===== src/rtl/bech_mon_pkg.sv =====
// Shared types and constants for the bech controller output monitor.
package bech_mon_pkg;

    localparam int unsigned Y_W        = 39;
    localparam int unsigned PHASE_W    = 3;
    localparam int unsigned ERR_CODE_W = 3;

    // Decode phases; the numeric values are visible on the debug port.
    typedef enum logic [PHASE_W-1:0] {
        PH_IDLE = 3'd0,
        PH_A2   = 3'd1,
        PH_A3   = 3'd2,
        PH_B2   = 3'd3,
        PH_B3   = 3'd4,
        PH_C2   = 3'd5
    } phase_e;

    // Violation codes; zero is only the reset value of err_code.
    localparam logic [ERR_CODE_W-1:0] ERR_NONE     = 3'd0;
    localparam logic [ERR_CODE_W-1:0] ERR_A2_MISS  = 3'd1;
    localparam logic [ERR_CODE_W-1:0] ERR_A3_MISS  = 3'd2;
    localparam logic [ERR_CODE_W-1:0] ERR_B2_MISS  = 3'd3;
    localparam logic [ERR_CODE_W-1:0] ERR_B3_MISS  = 3'd4;
    localparam logic [ERR_CODE_W-1:0] ERR_C_SILENT = 3'd5;
    localparam logic [ERR_CODE_W-1:0] ERR_C_MULTI  = 3'd6;
    localparam logic [ERR_CODE_W-1:0] ERR_C_PAIR   = 3'd7;

    // Bit positions of controller outputs y1..y39 within y_obs.
    localparam int unsigned Y1  = 0,  Y2  = 1,  Y3  = 2,  Y4  = 3,  Y5  = 4;
    localparam int unsigned Y6  = 5,  Y7  = 6,  Y8  = 7,  Y9  = 8,  Y10 = 9;
    localparam int unsigned Y11 = 10, Y12 = 11, Y13 = 12, Y14 = 13, Y15 = 14;
    localparam int unsigned Y16 = 15, Y17 = 16, Y18 = 17, Y19 = 18, Y20 = 19;
    localparam int unsigned Y21 = 20, Y22 = 21, Y23 = 22, Y24 = 23, Y25 = 24;
    localparam int unsigned Y26 = 25, Y27 = 26, Y28 = 27, Y29 = 28, Y30 = 29;
    localparam int unsigned Y31 = 30, Y32 = 31, Y33 = 32, Y34 = 33, Y35 = 34;
    localparam int unsigned Y36 = 35, Y37 = 36, Y38 = 37, Y39 = 38;

endpackage


===== src/rtl/bech_mon_decode.sv =====
// Combinational pattern matcher: turns one y sample into per-step match flags.
module bech_mon_decode
    import bech_mon_pkg::*;
(
    input  logic [Y_W-1:0] y_obs,
    output logic           a1,
    output logic           a2,
    output logic           a3,
    output logic           b1,
    output logic           b2,
    output logic           b3,
    output logic           c1,
    output logic           c_zero,
    output logic           c_multi,
    output logic           c_pair_bad
);

    logic [3:0] c_grp;
    logic       unused_y;

    // C-branch group {y14, y11, y6, y5}
    assign c_grp = {y_obs[Y14], y_obs[Y11], y_obs[Y6], y_obs[Y5]};

    assign a1 = y_obs[Y35] & y_obs[Y36];
    assign a2 = y_obs[Y37] & y_obs[Y38];
    assign a3 = y_obs[Y3] & y_obs[Y28] & y_obs[Y34];
    assign b1 = y_obs[Y1];
    assign b2 = y_obs[Y2] & y_obs[Y3];
    assign b3 = y_obs[Y39];
    assign c1 = y_obs[Y4];

    assign c_zero     = (c_grp == 4'd0);
    // Clearing the lowest set bit leaves something only if two or more were set
    assign c_multi    = ((c_grp & (c_grp - 4'd1)) != 4'd0);
    assign c_pair_bad = y_obs[Y6] ^ y_obs[Y15];

    // Outputs not in any checked set are intentionally ignored
    assign unused_y = ^y_obs;

endmodule


===== src/rtl/bech_out_monitor.sv =====
// Passive checker that decodes the bech controller's multi-cycle output sequences.
module bech_out_monitor
    import bech_mon_pkg::*;
#(
    parameter int unsigned ERR_CNT_W    = 8,
    parameter int unsigned ALARM_THRESH = 2,
    parameter int unsigned VISIT_CNT_W  = 8
) (
    input  logic                   clk,
    input  logic                   rst,
    input  logic                   sample_en,
    input  logic [Y_W-1:0]         y_obs,
    output logic                   err_pulse,
    output logic [ERR_CODE_W-1:0]  err_code,
    output logic [ERR_CNT_W-1:0]   err_count,
    output logic                   alarm,
    output logic [PHASE_W-1:0]     phase,
    output logic [VISIT_CNT_W-1:0] c_visits
);

    localparam logic [PHASE_W-1:0] S_IDLE = PH_IDLE;
    localparam logic [PHASE_W-1:0] S_A2   = PH_A2;
    localparam logic [PHASE_W-1:0] S_A3   = PH_A3;
    localparam logic [PHASE_W-1:0] S_B2   = PH_B2;
    localparam logic [PHASE_W-1:0] S_B3   = PH_B3;
    localparam logic [PHASE_W-1:0] S_C2   = PH_C2;

    logic [PHASE_W-1:0]     state;
    logic [PHASE_W-1:0]     state_nxt;
    logic                   err_hit;
    logic [ERR_CODE_W-1:0]  err_code_nxt;
    logic                   c_ok;
    logic [ERR_CNT_W-1:0]   err_count_nxt;
    logic [VISIT_CNT_W-1:0] c_visits_nxt;
    logic                   alarm_hit;

    logic a1, a2, a3, b1, b2, b3, c1, c_zero, c_multi, c_pair_bad;

    bech_mon_decode u_decode (
        .y_obs      (y_obs),
        .a1         (a1),
        .a2         (a2),
        .a3         (a3),
        .b1         (b1),
        .b2         (b2),
        .b3         (b3),
        .c1         (c1),
        .c_zero     (c_zero),
        .c_multi    (c_multi),
        .c_pair_bad (c_pair_bad)
    );

    // Next phase and violation classification for the current sample
    always_comb begin
        state_nxt    = state;
        err_hit      = 1'b0;
        err_code_nxt = err_code;
        c_ok         = 1'b0;
        if (sample_en) begin
            case (state)
                S_IDLE: begin
                    if (a1)      state_nxt = S_A2;
                    else if (b1) state_nxt = S_B2;
                    else if (c1) state_nxt = S_C2;
                end
                S_A2: begin
                    if (a2) begin
                        state_nxt = S_A3;
                    end else begin
                        state_nxt    = S_IDLE;
                        err_hit      = 1'b1;
                        err_code_nxt = ERR_A2_MISS;
                    end
                end
                S_A3: begin
                    state_nxt = S_IDLE;
                    if (!a3) begin
                        err_hit      = 1'b1;
                        err_code_nxt = ERR_A3_MISS;
                    end
                end
                S_B2: begin
                    if (b2) begin
                        state_nxt = S_B3;
                    end else begin
                        state_nxt    = S_IDLE;
                        err_hit      = 1'b1;
                        err_code_nxt = ERR_B2_MISS;
                    end
                end
                S_B3: begin
                    state_nxt = S_IDLE;
                    if (!b3) begin
                        err_hit      = 1'b1;
                        err_code_nxt = ERR_B3_MISS;
                    end
                end
                S_C2: begin
                    state_nxt = S_IDLE;
                    if (c_zero) begin
                        err_hit      = 1'b1;
                        err_code_nxt = ERR_C_SILENT;
                    end else if (c_pair_bad) begin
                        err_hit      = 1'b1;
                        err_code_nxt = ERR_C_PAIR;
                    end else if (c_multi) begin
                        err_hit      = 1'b1;
                        err_code_nxt = ERR_C_MULTI;
                    end else begin
                        c_ok = 1'b1;
                    end
                end
                default: state_nxt = S_IDLE;
            endcase
        end
    end

    // Saturating counters and alarm threshold on the updated count
    always_comb begin
        err_count_nxt = err_count;
        c_visits_nxt  = c_visits;
        if (err_hit && (err_count != {ERR_CNT_W{1'b1}}))
            err_count_nxt = err_count + ERR_CNT_W'(1);
        if (c_ok && (c_visits != {VISIT_CNT_W{1'b1}}))
            c_visits_nxt = c_visits + VISIT_CNT_W'(1);
        alarm_hit = (32'(err_count_nxt) >= ALARM_THRESH);
    end

    // State, counters and registered outputs
    always_ff @(posedge clk) begin
        if (rst) begin
            state     <= S_IDLE;
            err_pulse <= 1'b0;
            err_code  <= ERR_NONE;
            err_count <= '0;
            alarm     <= 1'b0;
            c_visits  <= '0;
        end else begin
            state     <= state_nxt;
            err_pulse <= err_hit;
            err_code  <= err_code_nxt;
            err_count <= err_count_nxt;
            alarm     <= alarm | alarm_hit;
            c_visits  <= c_visits_nxt;
        end
    end

    assign phase = state;

endmodule

===== config.mk =====
export PLATFORM = sky130hd
export DESIGN_NAME = bech_out_monitor
export DESIGN_NICKNAME = d
export VERILOG_FILES = /design/src/rtl/bech_mon_pkg.sv /design/src/rtl/bech_mon_decode.sv /design/src/rtl/bech_out_monitor.sv
export SDC_FILE = /design/constraint.sdc
export NUM_CORES = 1
export LEC_CHECK = 0
export CORE_MARGIN = 2
export CORE_UTILIZATION = 28
export DETAILED_ROUTE_END_ITERATION = 8
export DONT_BUFFER_PORTS = 1
export SETUP_SLACK_MARGIN = 0.05
export SYNTH_ARGS = -nofsm -noshare
export SYNTH_HDL_FRONTEND = slang
export SYNTH_SLANG_ARGS = --single-unit

===== constraint.sdc =====
create_clock -name clk -period 2.7 [get_ports clk]
set_clock_uncertainty 0.15 [all_clocks]
set_input_delay 0.405 -clock clk [delete_from_list [all_inputs] [get_ports clk]]
set_output_delay 0.405 -clock clk [all_outputs]
set_load 0.01 [all_outputs]

# Yosys cells after proc, flatten, opt, wreduce, memory -nomap -nowiden
# Cells that the tools add are included.
[totals] ff_bits=24 input_bits=42 output_inout_bits=24 word_cells=68
[op_classes] addsub=3 order_cmp=1 eq_ne=13 mux=29 n_bitwise=8 n_reduce_logical=8
[op_table] operator="$mux W3" count=11
[op_table] operator="$add A8 B1 Y8 const B" count=2
[op_table] operator="$ne A8 B8 Y1 const B" count=2
[op_table] operator="$pmux W3 S5" count=1
[op_table] operator="$mux W1" count=13
[op_table] operator="$pmux W3 S3" count=1
[op_table] operator="$ge A8 B2 Y1 const B" count=1
[op_table] operator="$mux W8" count=1
[op_table] operator="$ne A2 B2 Y1 const B" count=4
[op_table] operator="$ne A4 B4 Y1 const B" count=2
[op_table] operator="$reduce_and A7 Y1" count=1
[op_table] operator="$eq A3 B2 Y1 const B" count=2
[op_table] operator="$eq A3 B3 Y1 const B" count=2
[op_table] operator="$and A1 B1 Y1" count=5
[op_table] operator="$pmux W1 S5" count=1
[op_table] operator="$reduce_bool A5 Y1" count=1
[op_table] operator="$and A4 B4 Y4" count=1
[op_table] operator="$logic_not A4 Y1" count=1
[op_table] operator="$reduce_bool A4 Y1" count=1
[op_table] operator="$sub A4 B1 Y4 const B" count=1
[op_table] operator="$eq A3 B1 Y1 const B" count=1
[op_table] operator="$logic_not A3 Y1" count=1
[op_table] operator="$logic_and A1 B1 Y1" count=2
[op_table] operator="$mux W2" count=1
[op_table] operator="3 further kinds" count=3

# Depth between registers and ports, before layout
[depth] word_depth=12 mapped_depth=9 ltp_nobuf=8

# Hierarchy
# Synthesis repeated with hierarchy kept, for this count alone.
[hier_totals] hier_cells=187 area_unflattened_um2=1492.7
[modules_own_cells] mod="bech_out_monitor" n_inst=1 cells_each=175 area_per_inst_um2=1405.1
[modules_own_cells] mod="bech_mon_decode" n_inst=1 cells_each=12 area_per_inst_um2=87.6

# Least setup slack after synthesis
# No wires, ideal clock.
[synth_timing] path_type="flip-flop to flip-flop" startpoint="register err_count[0]" endpoint="register alarm" t_arrival_ps=1741 required_ps=2417 path_slack_ps=676 path_stages_with_launch=9 synth_period_minus_slack_ps=2024 cell_sequence="dfxtp_1 > ha_1 > nand3_1 > inv_1 > and3_1 > mux2_1 > nor4_1 > a311o_1 > o311ai_1"
[synth_via] elab_chain_cells=5 elab_cells_between_ends=6
[synth_lines] item="from (decl)" line="bech_out_monitor.sv:15" rtl="output logic [ERR_CNT_W-1:0] err_count,"
[synth_lines] item="from (signal assigned)" line="bech_out_monitor.sv:142" rtl="err_count <= err_count_nxt;"
[synth_lines] item="branches (longest 2 deep; another with $add A8 B1 Y8)"
[synth_lines] item="$mux W8 *" line="bech_out_monitor.sv:122" rtl="if (err_hit && (err_count != {ERR_CNT_W{1'b1}}))"
[synth_lines] item="$ge A8 B2 Y1 *" line="bech_out_monitor.sv:126" rtl="alarm_hit = (32'(err_count_nxt) >= ALARM_THRESH);"
[synth_lines] item="$or A1 B1 Y1 *" line="bech_out_monitor.sv:143" rtl="alarm <= alarm | alarm_hit;"
[synth_lines] item="to (signal assigned)" line="bech_out_monitor.sv:143"
[synth_lines] item="to (decl)" line="bech_out_monitor.sv:16" rtl="output logic alarm,"
# Every way passes the cells marked *.
# A chain may end at the register's enable or synchronous reset.

# Final worst setup path
[layout_timing] startpoint="register err_count[1]" endpoint="register alarm"
# The elaborated chain is that of the path after synthesis.

==> results.py <==
metrics = {
    "logic_synthesis": {
        "synthesis.nets": 216,
        "synth_fa_ha_area_share_pct": 3.59,
        "syn_area_sq_mm": 0.00139,
        "synth_compound_area_share_pct": 15.0,
        "synth_mux_area_share_pct": 2.96,
        "synth_simple_gate_area_share_pct": 29.4,
        "synth-async-reset-ratio_pct": 0,
        "synth_ff_type": "dfxtp_1",
        "synth_edf_count": 0,
        "ys_types": 47,
        "syn_area_per_cell_sq_um": 8.20,
        "synth_xor_area_share_pct": 9.43,
        "ys_ff_latch": 24,
        "yosysWarnings": 0,
        "synth.area.top_cells": "dfxtp_1 34%, xor2_1 6.3%, nor2_1 5.9%",
        "synth_largest_area_cell": "dfxtp_1",
        "synth_top_cell_area_share_pct": 34.5,
        "ys_seq_area_share_pct": 34.5,
        "synth_top_family_by_area": "simple AND/OR/NAND/NOR gates",
        "syn-instance-count": 170,
    },
    "pwr": {
        "p_sw_mw": 0.176,
        "pwr_density_cell_mw_per_mm2": 509,
        "pwr-share-clk_pct": 40.5,
        "pwr-share-comb_pct": 10.6,
        "p_sw_share_pct": 22.7,
        "power_mw": 0.773,
        "pwr-share-seq_pct": 48.9,
        "ir_drop_uv": 282,
        "p_int_mw": 0.598,
        "p_leak_nw": 0.580,
    },
    "timing": {
        "drv_slew": 0,
        "slew_headroom_pct": 68.0,
        "setup_viol": 0,
        "setup_tns_ps": 0,
        "hold_violations": 0,
        "period_needed_ps": 2280,
        "tightest_slew_ps": 479,
        "fin_ws_ps": 419,
        "fmax_mhz": 438,
        "period_share_pct": 84.5,
        "rsz0062_at_grt": "false",
    },
    "grt": {
        "grt-ovfl-total": 0,
        "grt_pass1_wl_mm": 5.09,
        "grt_antenna_before_repair": 0,
        "grt_max_degree": 27,
        "grt_pass1_vias": 1132,
        "grt_use_total_pct": 11.5,
    },
    "cells_and_area": {
        "final_cells": 235,
        "area_growth_pct": 8.98,
        "mostFrequentLayoutCells": "24 x dfxtp_1, 22 x nor2_1, 12 x a21oi_1",
        "final_nets": 215,
        "antenna_cells": 0,
        "layout-drive-gt1-share_pct": 5.95,
        "final_common_cell": "dfxtp_1",
    },
    "critical_path": {
        "timing.rr.end": "alarm$_SDFF_PP0_",
        "regToRegSetupSlack_ps": 420,
        "reg2reg_depth": 8,
        "cp.arrival_ps": 2280,
        "path_max_fanout": 6,
        "worstPathRequired_ps": 2700,
        "critPathKind": "register to register",
        "critPathCaptureType": "register",
        "reg2reg_from": "err_count[1]$_SDFF_PP0_",
        "critPathLaunchType": "register",
    },
    "routing": {
        "top_layer_used": "met4",
        "drc": 0,
        "drt_iter0_drc": 59,
        "wire_per_inst_microns": 13.1,
        "first_pass_iters": 4,
        "ant_nets": 0,
        "dr_wl_met3_microns": 243,
        "wirelength_mm": 3.08,
        "dr_total_vias": 1186,
        "wl_met2_mm": 1.43,
        "via_per_inst": 5.05,
        "wl_met1_mm": 1.34,
    },
    "cts": {
        "clk_path_buf_depth": 2,
        "h-tree-depth": 1,
        "holdBufCountCts": 0,
        "numCtsBuffers": 3,
        "clkLatencyLatePin_ps": 270,
        "cts_root_buf": "clkbuf_8",
        "cts_resized": 0,
        "cts_setup_buffers": 0,
        "cts_tree": "done",
        "clock_sinks": 24,
        "clkSlewWorstSetupHoldPaths_ps": 80,
    },
    "hold_path": {
        "hp-class": "primary input to register",
        "hp-start": "rst",
        "whs_endpoint": "err_count[4]$_SDFF_PP0_",
        "hold_depth": 1,
    },
    "floorplan": {
        "io_pins": 66,
        "die_area_sq_mm": 0.00556,
        "num_rows": 25,
        "die_x_microns": 74.6,
        "die_h_microns": 74.6,
        "core_sq_mm": 0.00475,
        "initial_core_util_pct": 29.3,
    },
    "place": {
        "dpl_worst_slack_ps": 414,
        "dp_hpwl_mm": 2.28,
        "portBuffers": 0,
        "placedCellCount": 231,
        "gp_congestion": 0.772,
    },
    "outcome": {
        "status": "completed",
    },
    "run": {
        "cap_violations": 0,
    },
}
==> worst max path at each step <==
stage                                         end  cells past startpoint                    start
after floorplan                  alarm$_SDFF_PP0_                      8  err_count[0]$_SDFF_PP0_
after global placement           alarm$_SDFF_PP0_                      8  err_count[0]$_SDFF_PP0_
after detailed placement  err_count[5]$_SDFF_PP0_                      7    phase[0]$_SDFFE_PP0P_
after CTS                 err_count[5]$_SDFF_PP0_                      7    phase[0]$_SDFFE_PP0P_
after global routing             alarm$_SDFF_PP0_                      8  err_count[0]$_SDFF_PP0_
final                            alarm$_SDFF_PP0_                      8  err_count[1]$_SDFF_PP0_
==> through the flow <==
step           hold slack (ps)  utilization, %  area [sq um]
5_1_grt                   27.2            31.9          1520
3_5_place_dp               331            30.4          1450
2_1_floorplan              331               -          1390
6_report                  58.4            31.9          1520
4_1_cts                   33.5            31.9          1520
3_3_place_gp               330            30.4          1450
==> critical path, cell delays in order (launching register included) <==
cell      delay, ps
dfxtp_1         480
ha_1            260
nand3_1         140
inv_1           100
and3_1          210
mux2_1          330
nor4_1          200
a311o_1         220
o311ai_1         80
==> synthesized netlist by cell type (2+ instances only) <==
cell type,instances
nand2_1,10
xnor2_1,5
nand3_1,10
nor2b_1,2
a21oi_1,12
and3_1,5
nor3_1,7
nand4_1,5
nand2b_1,3
nor4_1,2
dfxtp_1,24
or3_1,3
a31oi_1,2
buf_4,2
buf_2,2
ha_1,4
o21ai_0,5
clkbuf_1,2
xor2_1,10
mux2i_1,3
inv_1,5
nor2_1,22
==> sequential cells by signal (all words and copies together) (netlist names) <==
name / flops
phase: 3
alarm: 1
err_count: 8
err_code: 3
err_pulse: 1
c_visits: 8
==> final cells by class <==
class	instances	area, sq um
timing repair buffer	3	22.5
sequential	24	480
clock buffer	3	41.3
multi-input combinational	132	842
clock inverter	1	30.0
fill	521	3240
tap	67	83.8
inverter	5	18.8
==> kinds of logic after synthesis <==
group,Yosys count
buffers and inverters,14
AO/OA/AOI/OAI,31
XOR/XNOR,15
AND/OR/NAND/NOR,78
multiplexers,4
flip-flops,24
adder cells (fa/ha/maj),4
==> power by group through the flow <==
stage | registers (mW) | logic, mW | clock network, mW
after floorplan | 0.382 | 0.0753 | 0
after global placement | 0.387 | 0.0810 | 0
after detailed placement | 0.387 | 0.0816 | 0
after CTS | 0.379 | 0.0823 | 0.329
after global routing | 0.381 | 0.0935 | 0.337
final | 0.379 | 0.0816 | 0.313
==> per-layer routing <==
layer	vias up	global-route usage [%]
li1	606	-
met1	538	14.0
met2	36	18.3
met3	6	4.88
met4	0	3.77
met5	-	0
Power figures use the tool's default switching activity.
